[config.mk]
export PLATFORM = sky130hd
export DESIGN_NAME = matmul_fetch_ctrl
export DESIGN_NICKNAME = d
export VERILOG_FILES = /design/src/rtl/matmul_fetch_ctrl.sv
export SDC_FILE = /design/constraint.sdc
export NUM_CORES = 1
export LEC_CHECK = 0
export CORE_ASPECT_RATIO = 0.8
export CORE_MARGIN = 2
export CORE_UTILIZATION = 50
export DETAILED_ROUTE_END_ITERATION = 10
export PLACE_DENSITY = 0.78
export SYNTH_ARGS = -nofsm -noshare
export SYNTH_HDL_FRONTEND = slang
export SYNTH_SLANG_ARGS = --single-unit
[constraint.sdc]
create_clock -name clk -period 3.05 [get_ports clk]
set_clock_uncertainty 0.15 [all_clocks]
set_input_delay 0.61 -clock clk [delete_from_list [all_inputs] [get_ports clk]]
set_output_delay 0.61 -clock clk [all_outputs]
set_load 0.005 [all_outputs]
[src/rtl/matmul_fetch_ctrl.sv]
// Operand fetch sequencer for the systolic matmul: issues MAT_MUL_SIZE strided
// reads to the A and B BRAMs and times the whole operation for data setup.
module matmul_fetch_ctrl #(
  parameter int MAT_MUL_SIZE       = 8,
  parameter int AWIDTH             = 10,
  parameter int MEM_ACCESS_LATENCY = 1
) (
  input  logic              clk,
  input  logic              resetn,
  input  logic              start,
  input  logic              abort,
  input  logic [AWIDTH-1:0] address_mat_a,
  input  logic [AWIDTH-1:0] address_mat_b,
  input  logic [AWIDTH-1:0] address_stride_a,
  input  logic [AWIDTH-1:0] address_stride_b,
  output logic [AWIDTH-1:0] a_addr,
  output logic [AWIDTH-1:0] b_addr,
  output logic              a_en,
  output logic              b_en,
  output logic              matmul_op_in_progress,
  output logic [7:0]        clk_cnt,
  output logic              done
);

  typedef enum logic [1:0] {
    IDLE  = 2'd0,
    FETCH = 2'd1,
    DONE  = 2'd2
  } state_t;

  // Last FETCH cycle: fetch window plus the systolic fill/drain and BRAM latency.
  localparam logic [7:0] TERM_C = 8'(3 * MAT_MUL_SIZE + MEM_ACCESS_LATENCY - 1);
  localparam logic [7:0] SIZE_C = 8'(MAT_MUL_SIZE);

  state_t            state_r;
  state_t            state_nxt_s;
  logic [AWIDTH-1:0] stride_a_r;
  logic [AWIDTH-1:0] stride_b_r;
  logic [AWIDTH-1:0] stride_a_nxt_s;
  logic [AWIDTH-1:0] stride_b_nxt_s;
  logic [AWIDTH-1:0] a_addr_nxt_s;
  logic [AWIDTH-1:0] b_addr_nxt_s;
  logic              a_en_nxt_s;
  logic              b_en_nxt_s;
  logic              busy_nxt_s;
  logic              done_nxt_s;
  logic [7:0]        cnt_nxt_s;
  logic [7:0]        cnt_inc_s;

  // Next-state and next-output logic; every output falls back to zero.
  always_comb begin
    state_nxt_s    = state_r;
    stride_a_nxt_s = stride_a_r;
    stride_b_nxt_s = stride_b_r;
    a_addr_nxt_s   = '0;
    b_addr_nxt_s   = '0;
    a_en_nxt_s     = 1'b0;
    b_en_nxt_s     = 1'b0;
    busy_nxt_s     = 1'b0;
    done_nxt_s     = 1'b0;
    cnt_nxt_s      = 8'd0;
    cnt_inc_s      = clk_cnt + 8'd1;
    case (state_r)
      IDLE: begin
        if (start) begin
          state_nxt_s    = FETCH;
          stride_a_nxt_s = address_stride_a;
          stride_b_nxt_s = address_stride_b;
          a_addr_nxt_s   = address_mat_a;
          b_addr_nxt_s   = address_mat_b;
          a_en_nxt_s     = 1'b1;
          b_en_nxt_s     = 1'b1;
          busy_nxt_s     = 1'b1;
        end else begin
          state_nxt_s = IDLE;
        end
      end
      FETCH: begin
        if (abort) begin
          state_nxt_s = IDLE;
        end else if (clk_cnt == TERM_C) begin
          state_nxt_s = DONE;
          done_nxt_s  = 1'b1;
        end else begin
          busy_nxt_s = 1'b1;
          cnt_nxt_s  = cnt_inc_s;
          // Bases are folded into the running address, so only strides are kept.
          if (cnt_inc_s < SIZE_C) begin
            a_addr_nxt_s = a_addr + stride_a_r;
            b_addr_nxt_s = b_addr + stride_b_r;
            a_en_nxt_s   = 1'b1;
            b_en_nxt_s   = 1'b1;
          end else begin
            a_addr_nxt_s = a_addr;
            b_addr_nxt_s = b_addr;
          end
        end
      end
      DONE: begin
        state_nxt_s = IDLE;
      end
      default: begin
        state_nxt_s = IDLE;
      end
    endcase
  end

  // State, latched strides and all outputs, cleared asynchronously by reset.
  always_ff @(posedge clk or negedge resetn) begin
    if (!resetn) begin
      state_r               <= IDLE;
      stride_a_r            <= '0;
      stride_b_r            <= '0;
      a_addr                <= '0;
      b_addr                <= '0;
      a_en                  <= 1'b0;
      b_en                  <= 1'b0;
      matmul_op_in_progress <= 1'b0;
      clk_cnt               <= 8'd0;
      done                  <= 1'b0;
    end else begin
      state_r               <= state_nxt_s;
      stride_a_r            <= stride_a_nxt_s;
      stride_b_r            <= stride_b_nxt_s;
      a_addr                <= a_addr_nxt_s;
      b_addr                <= b_addr_nxt_s;
      a_en                  <= a_en_nxt_s;
      b_en                  <= b_en_nxt_s;
      matmul_op_in_progress <= busy_nxt_s;
      clk_cnt               <= cnt_nxt_s;
      done                  <= done_nxt_s;
    end
  end

endmodule

==> impl_metrics.toml <==
[cells_and_area]
stdcell_count = 463
nets = 447
diodes = 0
postLayoutCoreUtil_pct = 68.08
drive_gt1_share_pct = 10.73
syn_to_final_growth_pct = 31.41

[clock_tree]
clkTransAtPathRegs_ps = 90
cts_setup_buffers = 0
htree_levels = 2
cts-root-buf = "clkbuf_8"
numCtsBuffers = 5
cts.sinks = 53
holdBufCountCts = 0
clockBufferDepth = 2
cts_tree = "done"
clk_latency_ps = 310
post_cts_resized = 0

[power]
switchingPower_uw = 853.4
seqPwrFrac_pct = 38.2
power.density_nw_per_um2 = 615.6
intPower_uw = 1637
pwr-share-comb_pct = 44.3
peakVddDrop_uv = 359.5
p_leak_uw = 0.001808
swShare_pct = 34.26
power_uw = 2491
pwr-share-clk_pct = 17.5

[global_route]
overflow = 0
grt.busiest_layer = "met1"
grt_util_met2_pct = 31.94
grt_start_max_net_pins = 46
grt_antenna_before_repair = 0
grtUsageMet3_pct = 4.255
gr-usage-all-layers_pct = 21.53
grt_pass1_wl_um = 11540
grt_pass1_vias = 2406
grt_use_met1_pct = 32.66

[routing]
wl_per_cell_um = 14.62
drt_iter0_drc = 143
drc = 0
wl_um = 6767
viasPerCell = 5.438
ant_nets = 0
dr.pass1.iters = 4
num_vias = 2518

[critical_path]
endpoint_kind = "flop"
worstReg2RegStart = "clk_cnt[2]$_DFF_PN0_"
critPathKind = "reg2reg"
critPathRequiredTime_ps = 3130
crit_fanout = 10
critPathLaunchType = "flop"
startpoint = "clk_cnt[2]$_DFF_PN0_"
cp_data_arrival_time_ps = 2530

[logic_synthesis]
synth_ff_type = "dfrtp_1"
netlist_area_um2 = 3079
synth_warnings = 0
synth_nets = 368
synth_edf_count = 0
avgSynthCellArea_um2 = 10.20
synthCells = 302
synth.area.top_cells = "dfrtp_1 43%, ha_1 8.1%, mux2_2 6.9%"
yosysSeqAreaShare_pct = 43.07
synthArstFlopShare_pct = 100.0
yosysTopAreaCellShare_pct = 43.07
synth_top_cell_by_area = "dfrtp_1"
ys_seq_elements = 53
synth.distinct_cells = 41

[job]
cap_violations = 0

[floorplan]
rows = 25
die_w_um = 91.74
die_h_um = 74.19
dieArea_um2 = 6806
core-area_um2 = 5943
ios = 76
initial_core_util_pct = 51.81

[run_status]
outcome = "completed"

[place]
portBuffers = 75
gp_congestion = 0.8491
placed_cells = 455
hpwlAfterDp_um = 5142

[sta]
tns_ps = 0
finalCritPeriodShare_pct = 80.28
timing.fmax_ghz = 0.4084
max-slew-margin-rel_pct = 67.11
slew_violations = 0
final_hold_viol_count = 0
setup_viol = 0
hold_slack_ps = 106.5
fin_crit_ps = 2449
tightestPinTransition_ps = 493.3
rsz0062_at_grt = "false"

[min_path]
worstHoldPathType = "in2async"
## state kept, by name (all words and copies together) (netlist names)
| register | cells |
|---|---|
| clk_cnt | 8 |
| state_r | 2 |
| stride_a_r | 10 |
| done | 1 |
| matmul_op_in_progress | 1 |
| a_addr | 10 |
| b_en | 1 |
| b_addr | 10 |
| stride_b_r | 10 |
## Yosys cell counts (2+ instances only)
| cell | instances |
|---|---|
| a211oi_1 | 5 |
| a21oi_2 | 2 |
| buf_6 | 2 |
| nand2b_1 | 5 |
| and3_1 | 3 |
| nand3_1 | 6 |
| o21a_1 | 2 |
| nor2_1 | 27 |
| a22oi_1 | 2 |
| ha_1 | 20 |
| inv_1 | 10 |
| a21o_1 | 5 |
| o22a_1 | 2 |
| a31oi_1 | 6 |
| mux2_2 | 19 |
| a21oi_1 | 25 |
| mux2i_1 | 7 |
| nand2_1 | 25 |
| and2_1 | 5 |
| a211o_1 | 2 |
| xnor2_1 | 14 |
| xor2_1 | 9 |
| a311oi_1 | 2 |
| o21ai_0 | 13 |
| nor3b_1 | 2 |
| o211ai_1 | 8 |
| fa_1 | 2 |
| dfrtp_1 | 53 |
| clkbuf_1 | 7 |
## cells by family (layout without fill, tap and decap cells)
group | count (synthesis) | count (layout) | share of synthesized area (%)
AOI/OAI and AO/OA | 79 | 79 | 17.07
xor gates and xnor gates | 23 | 23 | 6.542
adders and majority gates | 22 | 22 | 9.427
buffers and inverters | 22 | 102 | 3.373
DFF | 53 | 53 | 43.07
muxes | 26 | 26 | 9.224
and+or+nand+nor | 77 | 77 | 11.30
## metal layers
layer / vias to the layer above / part of all wire, % / wire length (um)
li1: 1235 / - / -
met3: 7 / 5.2 / 354
met5: - / 0 / 0
met1: 1200 / 50 / 3406
met4: 0 / 0.93 / 63
met2: 76 / 43 / 2942
## area by class of cell
| cell class | count | area (um2) |
|---|---|---|
| Clock inverter | 1 | 5.005 |
| Fill cell | 466 | 1897 |
| Timing Repair Buffer | 84 | 825.8 |
| Multi-Input combinational cell | 227 | 1654 |
| Tap cell | 81 | 101.3 |
| Sequential cell | 53 | 1326 |
| Inverter | 10 | 37.54 |
| Clock buffer | 7 | 96.34 |
## cell usage in the layout (no fill, tap or decap), types with 3 or more instances in the layout
master	n
nand2_1	25
nand3_1	6
a211oi_1	5
mux2i_1	7
xor2_1	9
mux2_2	19
o211ai_1	8
and3_1	3
buf_4	8
clkdlybuf4s50_1	74
o21ai_0	13
ha_1	20
nand2b_1	5
a31oi_1	6
a21oi_1	25
nor2_1	27
clkbuf_8	7
inv_1	10
xnor2_1	14
and2_1	5
dfrtp_1	53
a21o_1	5
## critical path: stages (launching register included)
cell and delay [ps]:
dfrtp_1 460, and3_1 260, a211o_1 350, a2111oi_4 370, buf_4 260, nand2b_1 140
buf_4 170, o21ai_1 70, a31oi_1 140
## through the flow
step                      setup WS [ps]  cell area [um2]
after detailed placement          644.1             3945
after CTS                         618.6             4046
after global routing              478.7             4046
final                             601.4             4046
after floorplan                   580.2             3079
after global placement            722.8             3945
## path summary, 6_finish.rpt
path                                        endpoint  slack (ps)  depth (start not counted)
setup / recovery               a_addr[9]$_DFFE_PN0P_         600                          8
hold / removal                  clk_cnt[4]$_DFF_PN0_         110                          1
setup reg to reg               a_addr[9]$_DFFE_PN0P_         600                          8
hold reg to reg            stride_b_r[8]$_DFFE_PN0P_         370                          1
max in group asynchronous  stride_a_r[6]$_DFFE_PN0P_        1990                          2
min in group clk           stride_b_r[8]$_DFFE_PN0P_         370                          1
## power groups by stage
stage / logic, uW / registers [uW] / clock network (uW)
floorplan: 734 / 943 / 0
global placement: 1070 / 961 / 0
detailed placement: 1100 / 964 / 0
CTS: 1110 / 952 / 446
global route: 1240 / 970 / 483
finish: 1100 / 951 / 437
No activity file was read; power rests on OpenSTA's default activity.
==> RTL edit (config.mk and constraints unchanged) <==
Change the parameter `AWIDTH` from 10 to 5.
--- a/src/rtl/matmul_fetch_ctrl.sv
+++ b/src/rtl/matmul_fetch_ctrl.sv
@@ -3,5 +3,5 @@
 module matmul_fetch_ctrl #(
   parameter int MAT_MUL_SIZE       = 8,
-  parameter int AWIDTH             = 10,
+  parameter int AWIDTH             = 5,
   parameter int MEM_ACCESS_LATENCY = 1
 ) (
Interface: changed (6 resized); port bits go from 76 to 46. No check against the original RTL was run, so the function may have changed too.
==> RTL edit against the original RTL <==
Total power decreased by 48%. Cell area decreased by 42%. Combinational power decreased by 62%. Highest routed layer unchanged. Fmax increased by 0.94%. Wire length decreased by 46%. Setup slack improved by 0.023 ns. First-iteration DRC count decreased by 20%. Core utilization increased by 0.37 points. Sequential cell count decreased by 20. Die area decreased by 41%. Area after synthesis decreased by 43%.
==> RTL edit: results (changes against the original RTL) <==
| Metric | Value |
|---|---|
| Gate Count Post-Synth | `169 (was 302)` |
| # Max-Cap Violations | `0 (unchanged)` |
| DP Wirelength | `2.68 mm (was 5.14 mm)` |
| Total Routing Usage GR | `19.7% (was 21.5%)` |
| Worst skew pair latency | `0.28 ns (was 0.31 ns)` |
| Leak pwr | `0.00102 uW (was 0.00181 uW)` |
| Pre-CTS WS | `0.626 ns (was 0.644 ns)` |
| Slowest stage delay, CP | `0.52 ns (was 0.46 ns)` |
| Starting DRC count in detailed routing | `115 (was 143)` |
| Cell variety after synth | `37 (was 41)` |
| Area contributors post-synth | `dfrtp_1 (47%), ha_1 (7.2%), mux2_2 (5.8%) (was dfrtp_1 (43%), ha_1 (8.1%), mux2_2 (6.9%))` |
| Syn Nets | `205 (was 368)` |
| Number of global-route vias before repair | `1424 (was 2406)` |
| Placed inst area | `2250 um2 (was 3950 um2)` |
| Inserted Diodes | `0 (unchanged)` |
| CP top delay family | `simple AND/OR/NAND/NOR gates (was compound AO/OA/AOI/OAI gates)` |
| Commonest cells post-synth | `dfrtp_1 (33), nor2_1 (19), nand2_1 (15) (was dfrtp_1 (53), nor2_1 (27), a21oi_1 (25), nand2_1 (25), ha_1 (20))` |
| Slowest library cell on the worst path | `or4b_1 (was dfrtp_1)` |
| Worst hold-check path type | `reg -> reg (was in -> async)` |
| Dpl cells | `254 (was 455)` |
| Worst Tran Pin Value | `0.460 ns (was 0.493 ns)` |
| First-pass GRT wire length | `6.15 mm (was 11.5 mm)` |
| Max VDD drop | `0.000323 V (was 0.000360 V)` |
| Count of nets after finishing | `255 (was 447)` |
| Gpl congestion | `0.875 (was 0.849)` |
| Routed wire length | `3.64 mm (was 6.77 mm)` |
| Critical path peak fanout | `11 (was 10)` |
| Mean routed wirelength per cell | `13.9 um (was 14.6 um)` |
| Port bufs | `45 (was 75)` |
| Setup_tns | `0 ns (unchanged)` |
| Layout cells sized above 1 | `9.55% (was 10.7%)` |
| Worst Path Arrival | `2.44 ns (was 2.53 ns)` |
| Cts bufs inserted | `5 (unchanged)` |
| Status | `finished clean (unchanged)` |
| Sequential fraction of the synthesis area | `47.3% (was 43.1%)` |
| CTS Buffer Depth | `2 (unchanged)` |
RTL edit: cell types whose count changed after synthesis, moves of 10 or more:
| cell | unedited run | this run |
|---|---|---|
| ha_1 | 20 | 10 |
| a21oi_1 | 25 | 13 |
| dfrtp_1 | 53 | 33 |
| nand2_1 | 25 | 15 |
| mux2_2 | 19 | 9 |
| o21ai_0 | 13 | 3 |
RTL edit: worst paths after layout:
path                                from            end  slack, ns  cells after the start
setup / recovery              clk_cnt[0]      a_addr[4]       0.62                      6
hold / removal             stride_b_r[0]  stride_b_r[0]       0.37                      1
setup reg to reg              clk_cnt[0]      a_addr[4]       0.62                      6
hold reg to reg            stride_b_r[0]  stride_b_r[0]       0.37                      1
max in group asynchronous         resetn     clk_cnt[3]       1.87                      2
min in group asynchronous         resetn           done       0.58                      2
RTL edit: area by class of cell:
class	instances	area, um2
Fill cell	259	1070
Inverter	7	26.3
Timing Repair Buffer	48	473
Clock buffer	8	80.1
Multi-Input combinational cell	124	870
Sequential cell	33	826
Tap cell	42	52.6
RTL edit: kinds of logic (layout without fill, tap and decap cells):
logic type,count (synthesis),in the layout,synth area share [%]
buffers and inverters,12,63,3.22
flip-flops,33,33,47.3
AO/OA/AOI/OAI,37,37,13.7
AND/OR/NAND/NOR,54,54,14.5
XOR/XNOR,12,12,6.02
multiplexers,9,9,5.80
adder cells (fa/ha/maj),12,12,9.46
RTL edit: per-layer routing:
layer / GRT usage, % / routed length [um]
met2: 31.4 / 1670
met4: 5.22 / 46
met1: 25.2 / 1710
met3: 7.54 / 216
met5: 0 / 0
RTL edit: report_power, final:
group | internal [uW] | total (uW) | switching [uW]
Combinational | 236 | 413 | 177
Clock | 162 | 312 | 150
Sequential | 506 | 565 | 59.1
